File: src/rtl/ysyx_23060061_ifu_prefetch.sv
// ysyx_23060061_ifu_prefetch
// Instruction fetch unit with an in-order prefetch queue. Sequential fetch
// requests (PC += 4) are issued against a credit budget of DEPTH entries
// (queued instructions plus in-flight requests). Returned instructions are
// buffered and presented to the IDU over a valid/ready interface. An EXU
// redirect flushes the queue and discards every in-flight response.
// Optional feature macro: IFU_PERF_CNT_EN (adds perf_fetch/perf_stall/perf_flush).
module ysyx_23060061_ifu_prefetch #(
    parameter int              XLEN     = 32,
    parameter logic [XLEN-1:0] RESET_PC = 32'h8000_0000,
    parameter int              DEPTH    = 4
) (
    input  logic            clk,
    input  logic            rst,
    input  logic            redirect_valid,
    input  logic [XLEN-1:0] redirect_pc,
    output logic            req_valid,
    input  logic            req_ready,
    output logic [XLEN-1:0] req_addr,
    input  logic            rsp_valid,
    input  logic [XLEN-1:0] rsp_data,
    input  logic            rsp_err,
    output logic            inst_valid,
    input  logic            inst_ready,
    output logic [XLEN-1:0] inst,
    output logic [XLEN-1:0] inst_pc,
    output logic            inst_fault
`ifdef IFU_PERF_CNT_EN
    ,
    output logic [31:0]     perf_fetch,
    output logic [31:0]     perf_stall,
    output logic [31:0]     perf_flush
`endif
);

    localparam int PW = (DEPTH > 1) ? $clog2(DEPTH) : 1;
    localparam int CW = $clog2(DEPTH + 1);

    localparam logic [CW:0]   DEPTH_W  = (CW + 1)'(DEPTH);
    localparam logic [CW-1:0] CNT_ZERO = {CW{1'b0}};
    localparam logic [CW-1:0] CNT_ONE  = CW'(1);
    localparam logic [PW-1:0] PTR_ZERO = {PW{1'b0}};
    localparam logic [PW-1:0] PTR_ONE  = PW'(1);
    localparam logic [XLEN-1:0] PC_STEP = XLEN'(4);
    localparam logic [XLEN-1:0] ALIGN_MASK = ~(XLEN'(3));

    localparam logic [1:0] S_BOOT  = 2'd0;
    localparam logic [1:0] S_RUN   = 2'd1;
    localparam logic [1:0] S_DRAIN = 2'd2;

    logic [1:0]      r_state;
    logic [XLEN-1:0] r_fetch_pc;
    logic [XLEN-1:0] r_rsp_pc;
    logic [CW-1:0]   r_count;
    logic [CW-1:0]   r_outstanding;
    logic [CW-1:0]   r_drop;
    logic [PW-1:0]   r_wptr;
    logic [PW-1:0]   r_rptr;
    logic [XLEN-1:0] r_q_data [DEPTH];
    logic [XLEN-1:0] r_q_pc   [DEPTH];
    logic            r_q_err  [DEPTH];

    logic [1:0]      w_state_nxt;
    logic [XLEN-1:0] w_fetch_pc_nxt;
    logic [XLEN-1:0] w_rsp_pc_nxt;
    logic [CW-1:0]   w_count_nxt;
    logic [CW-1:0]   w_out_nxt;
    logic [CW-1:0]   w_drop_nxt;
    logic [PW-1:0]   w_wptr_nxt;
    logic [PW-1:0]   w_rptr_nxt;

    logic [CW:0]     w_used;
    logic            w_has_credit;
    logic            w_redirect;
    logic            w_req_fire;
    logic            w_rsp;
    logic            w_push;
    logic            w_pop;
    logic [XLEN-1:0] w_target;

    // Credit, handshake and redirect qualification
    always_comb begin
        w_used       = {1'b0, r_count} + {1'b0, r_outstanding};
        w_has_credit = (w_used < DEPTH_W);
        w_redirect   = redirect_valid && (r_state != S_BOOT);
        w_target     = redirect_pc & ALIGN_MASK;
        w_req_fire   = req_valid && req_ready;
        // A response without a tracked request cannot occur; ignore it rather than underflow.
        w_rsp        = rsp_valid && (r_outstanding != CNT_ZERO);
        w_push       = w_rsp && (r_state == S_RUN) && !redirect_valid;
        w_pop        = inst_valid && inst_ready;
    end

    assign req_valid  = (r_state == S_RUN) && w_has_credit && !redirect_valid;
    assign req_addr   = r_fetch_pc;
    assign inst_valid = (r_count != CNT_ZERO);
    assign inst       = r_q_data[r_rptr];
    assign inst_pc    = r_q_pc[r_rptr];
    assign inst_fault = r_q_err[r_rptr];

    // Occupancy, in-flight tracking and drop budget for the next cycle
    always_comb begin
        w_out_nxt = r_outstanding;
        if (w_req_fire) begin
            w_out_nxt = w_out_nxt + CNT_ONE;
        end else begin
            w_out_nxt = w_out_nxt;
        end
        if (w_rsp) begin
            w_out_nxt = w_out_nxt - CNT_ONE;
        end else begin
            w_out_nxt = w_out_nxt;
        end

        if (w_redirect) begin
            w_count_nxt = CNT_ZERO;
            w_wptr_nxt  = PTR_ZERO;
            w_rptr_nxt  = PTR_ZERO;
        end else begin
            w_count_nxt = r_count + (w_push ? CNT_ONE : CNT_ZERO) - (w_pop ? CNT_ONE : CNT_ZERO);
            w_wptr_nxt  = r_wptr + (w_push ? PTR_ONE : PTR_ZERO);
            w_rptr_nxt  = r_rptr + (w_pop ? PTR_ONE : PTR_ZERO);
        end

        // Everything still in flight after this cycle is stale after a redirect.
        if (w_redirect) begin
            w_drop_nxt = w_out_nxt;
        end else if ((r_state == S_DRAIN) && w_rsp && (r_drop != CNT_ZERO)) begin
            w_drop_nxt = r_drop - CNT_ONE;
        end else begin
            w_drop_nxt = r_drop;
        end
    end

    // Fetch/response PC and state transitions
    always_comb begin
        if (redirect_valid) begin
            w_fetch_pc_nxt = w_target;
            w_rsp_pc_nxt   = w_target;
        end else begin
            w_fetch_pc_nxt = w_req_fire ? (r_fetch_pc + PC_STEP) : r_fetch_pc;
            w_rsp_pc_nxt   = w_push ? (r_rsp_pc + PC_STEP) : r_rsp_pc;
        end

        case (r_state)
            S_BOOT: begin
                w_state_nxt = S_RUN;
            end
            S_RUN: begin
                if (w_redirect && (w_drop_nxt != CNT_ZERO)) begin
                    w_state_nxt = S_DRAIN;
                end else begin
                    w_state_nxt = S_RUN;
                end
            end
            S_DRAIN: begin
                if (w_drop_nxt != CNT_ZERO) begin
                    w_state_nxt = S_DRAIN;
                end else begin
                    w_state_nxt = S_RUN;
                end
            end
            default: begin
                w_state_nxt = S_BOOT;
            end
        endcase
    end

    // Control state registers
    always_ff @(posedge clk or negedge rst) begin
        if (!rst) begin
            r_state       <= S_BOOT;
            r_fetch_pc    <= RESET_PC;
            r_rsp_pc      <= RESET_PC;
            r_count       <= CNT_ZERO;
            r_outstanding <= CNT_ZERO;
            r_drop        <= CNT_ZERO;
            r_wptr        <= PTR_ZERO;
            r_rptr        <= PTR_ZERO;
        end else begin
            r_state       <= w_state_nxt;
            r_fetch_pc    <= w_fetch_pc_nxt;
            r_rsp_pc      <= w_rsp_pc_nxt;
            r_count       <= w_count_nxt;
            r_outstanding <= w_out_nxt;
            r_drop        <= w_drop_nxt;
            r_wptr        <= w_wptr_nxt;
            r_rptr        <= w_rptr_nxt;
        end
    end

    // Queue storage; cleared on reset so the head outputs read zero
    always_ff @(posedge clk or negedge rst) begin
        if (!rst) begin
            for (int i = 0; i < DEPTH; i++) begin
                r_q_data[i] <= {XLEN{1'b0}};
                r_q_pc[i]   <= {XLEN{1'b0}};
                r_q_err[i]  <= 1'b0;
            end
        end else if (w_push) begin
            r_q_data[r_wptr] <= rsp_data;
            r_q_pc[r_wptr]   <= r_rsp_pc;
            r_q_err[r_wptr]  <= rsp_err;
        end else begin
            r_q_data[r_wptr] <= r_q_data[r_wptr];
        end
    end

`ifdef IFU_PERF_CNT_EN
    logic [31:0] r_perf_fetch;
    logic [31:0] r_perf_stall;
    logic [31:0] r_perf_flush;

    // Free-running event counters; redirects do not clear them
    always_ff @(posedge clk or negedge rst) begin
        if (!rst) begin
            r_perf_fetch <= 32'd0;
            r_perf_stall <= 32'd0;
            r_perf_flush <= 32'd0;
        end else begin
            r_perf_fetch <= r_perf_fetch + (w_req_fire ? 32'd1 : 32'd0);
            r_perf_stall <= r_perf_stall + (((r_state == S_RUN) && !w_has_credit) ? 32'd1 : 32'd0);
            r_perf_flush <= r_perf_flush + (redirect_valid ? 32'd1 : 32'd0);
        end
    end

    assign perf_fetch = r_perf_fetch;
    assign perf_stall = r_perf_stall;
    assign perf_flush = r_perf_flush;
`endif

endmodule

File: config.mk
export PLATFORM = sky130hd
export DESIGN_NAME = ysyx_23060061_ifu_prefetch
export DESIGN_NICKNAME = d
export VERILOG_FILES = /design/src/rtl/ysyx_23060061_ifu_prefetch.sv
export SDC_FILE = /design/constraint.sdc
export NUM_CORES = 1
export LEC_CHECK = 0
export BUFFER_PORTS_ARGS = -buffer_cell sky130_fd_sc_hd__clkbuf_2
export CAP_MARGIN = 20
export CORE_ASPECT_RATIO = 1.4
export CORE_MARGIN = 2
export CORE_UTILIZATION = 55
export CTS_BUF_LIST = sky130_fd_sc_hd__clkbuf_4 sky130_fd_sc_hd__clkbuf_8
export CTS_CLUSTER_SIZE = 24
export DETAILED_ROUTE_END_ITERATION = 8
export PLACE_DENSITY_LB_ADDON = 0.1
export SLEW_MARGIN = 25
export SYNTH_ARGS = -nofsm -noshare
export SYNTH_HDL_FRONTEND = slang
export SYNTH_SLANG_ARGS = --single-unit
File: constraint.sdc
create_clock -name clk -period 4.2 [get_ports clk]
set_input_delay 0.21 -clock clk [delete_from_list [all_inputs] [get_ports clk]]
set_output_delay 0.21 -clock clk [all_outputs]
set_load 0.05 [all_outputs]
==> summary.txt <==
Pwr
  – Pleak: 8.90 nW
  – VDD IR max: between 0.5 and 0.6 mV
  – Total power draw: 14.6 mW
  – PD cells: 759 nW/um2

Layout
  – P&R area growth vs syn: 17.8%
  – # nets final: 1608
  – Fraction of layout cells with a size suffix above 1: 31.2%
  – Final core occ: between 60% and 70%

Clock tree
  – CTS tree: yes
  – Later-pin clock latency in the skew report: 0.60 ns
  – Root Buffer: clkbuf_8
  – CTS buffer count: between 50 and 60
  – Max Buffers Root-to-Sink: 3
  – CTS sink cnt: 327
  – PostCTS Resize Cnt: 0
  – Worst-path clk slew: 0.06 ns
  – Setup Fix Bufs, Post-CTS: 0
  – H-tree Lvls: 2
  – Cts hold-fix bufs: between 60 and 70

Die
  – Core Region: 29200 um2
  – Starting Density: 56.0%
  – Full die area: 31100 um2
  – DIE WIDTH: ~150 um
  – Die H: about 210 um
  – Site Rows: 74
  – I/O pin total: 170

Drt
  – Avg WL per Cell: 20.0 um
  – Via count: approximately 11000
  – WL final: between 30000 and 40000 um
  – Iter 0 DRT Violations: 690
  – Drt drc: 0
  – ANT nets after route: 0
  – Vias per Instance: 5.74
  – Drt pass-1 iters: 4

Timing
  – Fin Setup TNS: 0 ns
  – Worst Skew: 0.0167 ns
  – Fin crit period: 3.04 ns
  – Unrepaired setup endpoints after global routing: no
  – Worst Max-Slew Pin Slew: 0.894 ns
  – Setup ws final: ~1.2 ns
  – Slew Limit Fails: 0
  – FMAX: roughly 0.33 GHz
  – Final setup viols: 0
  – Final Hold Vio Count: 0
  – Slew margin rel.: 40.4%
  – Tcrit/Tclk final: between 70% and 80%

Flow run
  – Max_cap viols: 0

Synthesis
  – YS warnings: 0
  – Post-synth EDFFs: 0
  – Synth top area share: approximately half
  – Synth unique cells: 63
  – Post-Syn Instances: 1308
  – Area leader, netlist: dfrtp_1
  – Mapped Area: between 15000 and 20000 um2
  – Top FF cell, synth: dfrtp_1
  – Ys async rst share: 100%
  – FF+latch count, synth: ~330
  – Sequential share of the synthesized area: 50.1%
  – Synth area leaders: dfrtp_1, mux4_2, mux2_4
  – Avg Inst Size Synth: around 12 um2

Global routing
  – Vias in the first global route: between 10000 and 15000
  – GR Overflow Total: 0
  – First-pass GRT wire length: 63300 um
  – Antenna violations before repair: 1
  – Total track usage: between 20% and 30%
  – Largest net degree at the start of global routing: 95

Setup path
  – Req. time, crit path: 3.99 ns
  – FF-to-FF End: r_state[0]
  – Worst Setup SP: r_rptr[0]
  – Worst-path fanout max: 39
  – Reg2reg setup slack: 1.20 ns
  – CP Launch Type: flip-flop
  – Worst r2r src: r_outstanding[2]
  – Critical path class: flip-flop to output port
  – CP Capture Type: output port
  – Worst R2R Path Depth: 11
  – CP arrival: 2.83 ns

Placed design
  – Number of port buffers: roughly 160
  – Post-placement setup slack: between 1 and 1.5 ns
  – Dpl hpwl: 24800 um
  – Routability cong.: 0.824

Min path
  – Hold EP: r_q_data[77]
  – Hold Crit Depth: 3
  – Worst hold-check path type: input pin to flip-flop
  – Hold Path Origin: rsp_data[13]

Run status
  – Run status: finished clean
## state kept, by name, summed over array words and instances, names as in the netlist
name           cells
r_wptr             2
r_state            2
r_q_err            4
r_drop             3
r_count            3
req_addr          30
r_rsp_pc          30
r_rptr             2
r_q_pc           120
r_q_data         128
r_outstanding      3
## power breakdown
part           internal, mW  leakage, nW  switching (mW)  total [mW]
combinational          2.56         4.27            3.84        6.40
clock                  1.71        0.610            1.26        2.97
sequential             4.27         4.02           0.969        5.24
total                  8.54         8.90            6.07        14.6
## cell usage in the layout (no fill, tap or decap), types with 37 or more instances in the layout
cell type	count
nor2_1	60
mux2i_1	37
clkbuf_8	68
mux2_1	62
dlygate4sd3_1	63
o21ai_0	106
mux4_2	95
nand2_1	155
dfrtp_1	322
a21oi_1	44
mux2_4	60
clkbuf_2	162
## synth_stat cells (all sizes together) (5+ instances only)
library cell	instances
or2	5
dfrtp	325
and3	17
clkbuf	51
nor3	7
a31oi	8
and2	12
o21ai	138
nand3	31
nand4	12
inv	15
nor2	62
mux2i	37
buf	46
ha	13
mux2	138
mux4	95
a21oi	44
nand2	156
xor2	25
o311ai	12
xnor2	19
## worst max path at each step
stage | end
finish | inst_pc[31]
global route | inst_pc[31]
CTS | inst_pc[31]
detailed placement | r_q_pc[127]
global placement | r_q_pc[127]
floorplan | r_state[1]
## worst max-delay path, cell delays in order (launching register included)
cell	delay, ns
dfrtp_4	1.01
buf_4	0.36
mux4_2	0.56
clkbuf_2	0.27
## metrics by stage
step,hold WS [ns],cell area [um2],cells
6_report,0.0124,19200,1940
5_1_grt,0.0417,19200,1940
4_1_cts,0.00126,19200,1938
3_5_place_dp,0.234,17400,1783
3_3_place_gp,0.232,17400,1783
2_1_floorplan,-0.0856,16300,1311
## routing by layer
layer / routed length [um] / vias to the layer above / share of wire, % / track usage (%)
li1: - / 5148 / - / -
met1: 16000 / 5645 / 41 / 33.4
met2: 20200 / 287 / 52 / 44.6
met3: 1920 / 54 / 4.9 / 4.81
met4: 773 / 0 / 2.0 / 7.55
met5: 0 / - / 0 / 0
## cell families after synthesis
kind of cell,count (synthesis),synth area share [%]
mux,270,26.3
buf+inv,112,3.22
other cells,1,0.0230
flops,327,50.1
xor+xnor,44,2.36
compound gates,215,7.18
simple gates,325,9.69
fa+ha+maj,14,1.12
## area by class of cell
| class | instances | area, um2 |
|---|---|---|
| antenna | 1 | 2.50 |
| clock buffer | 84 | 1060 |
| multi-input combinational | 872 | 7650 |
| fill | 2251 | 9930 |
| timing repair buffer | 253 | 1720 |
| tap | 380 | 475 |
| inverter | 15 | 56.3 |
| sequential | 327 | 8190 |
| clock inverter | 8 | 92.6 |
Note: power is estimated with default switching activity, not from simulation.
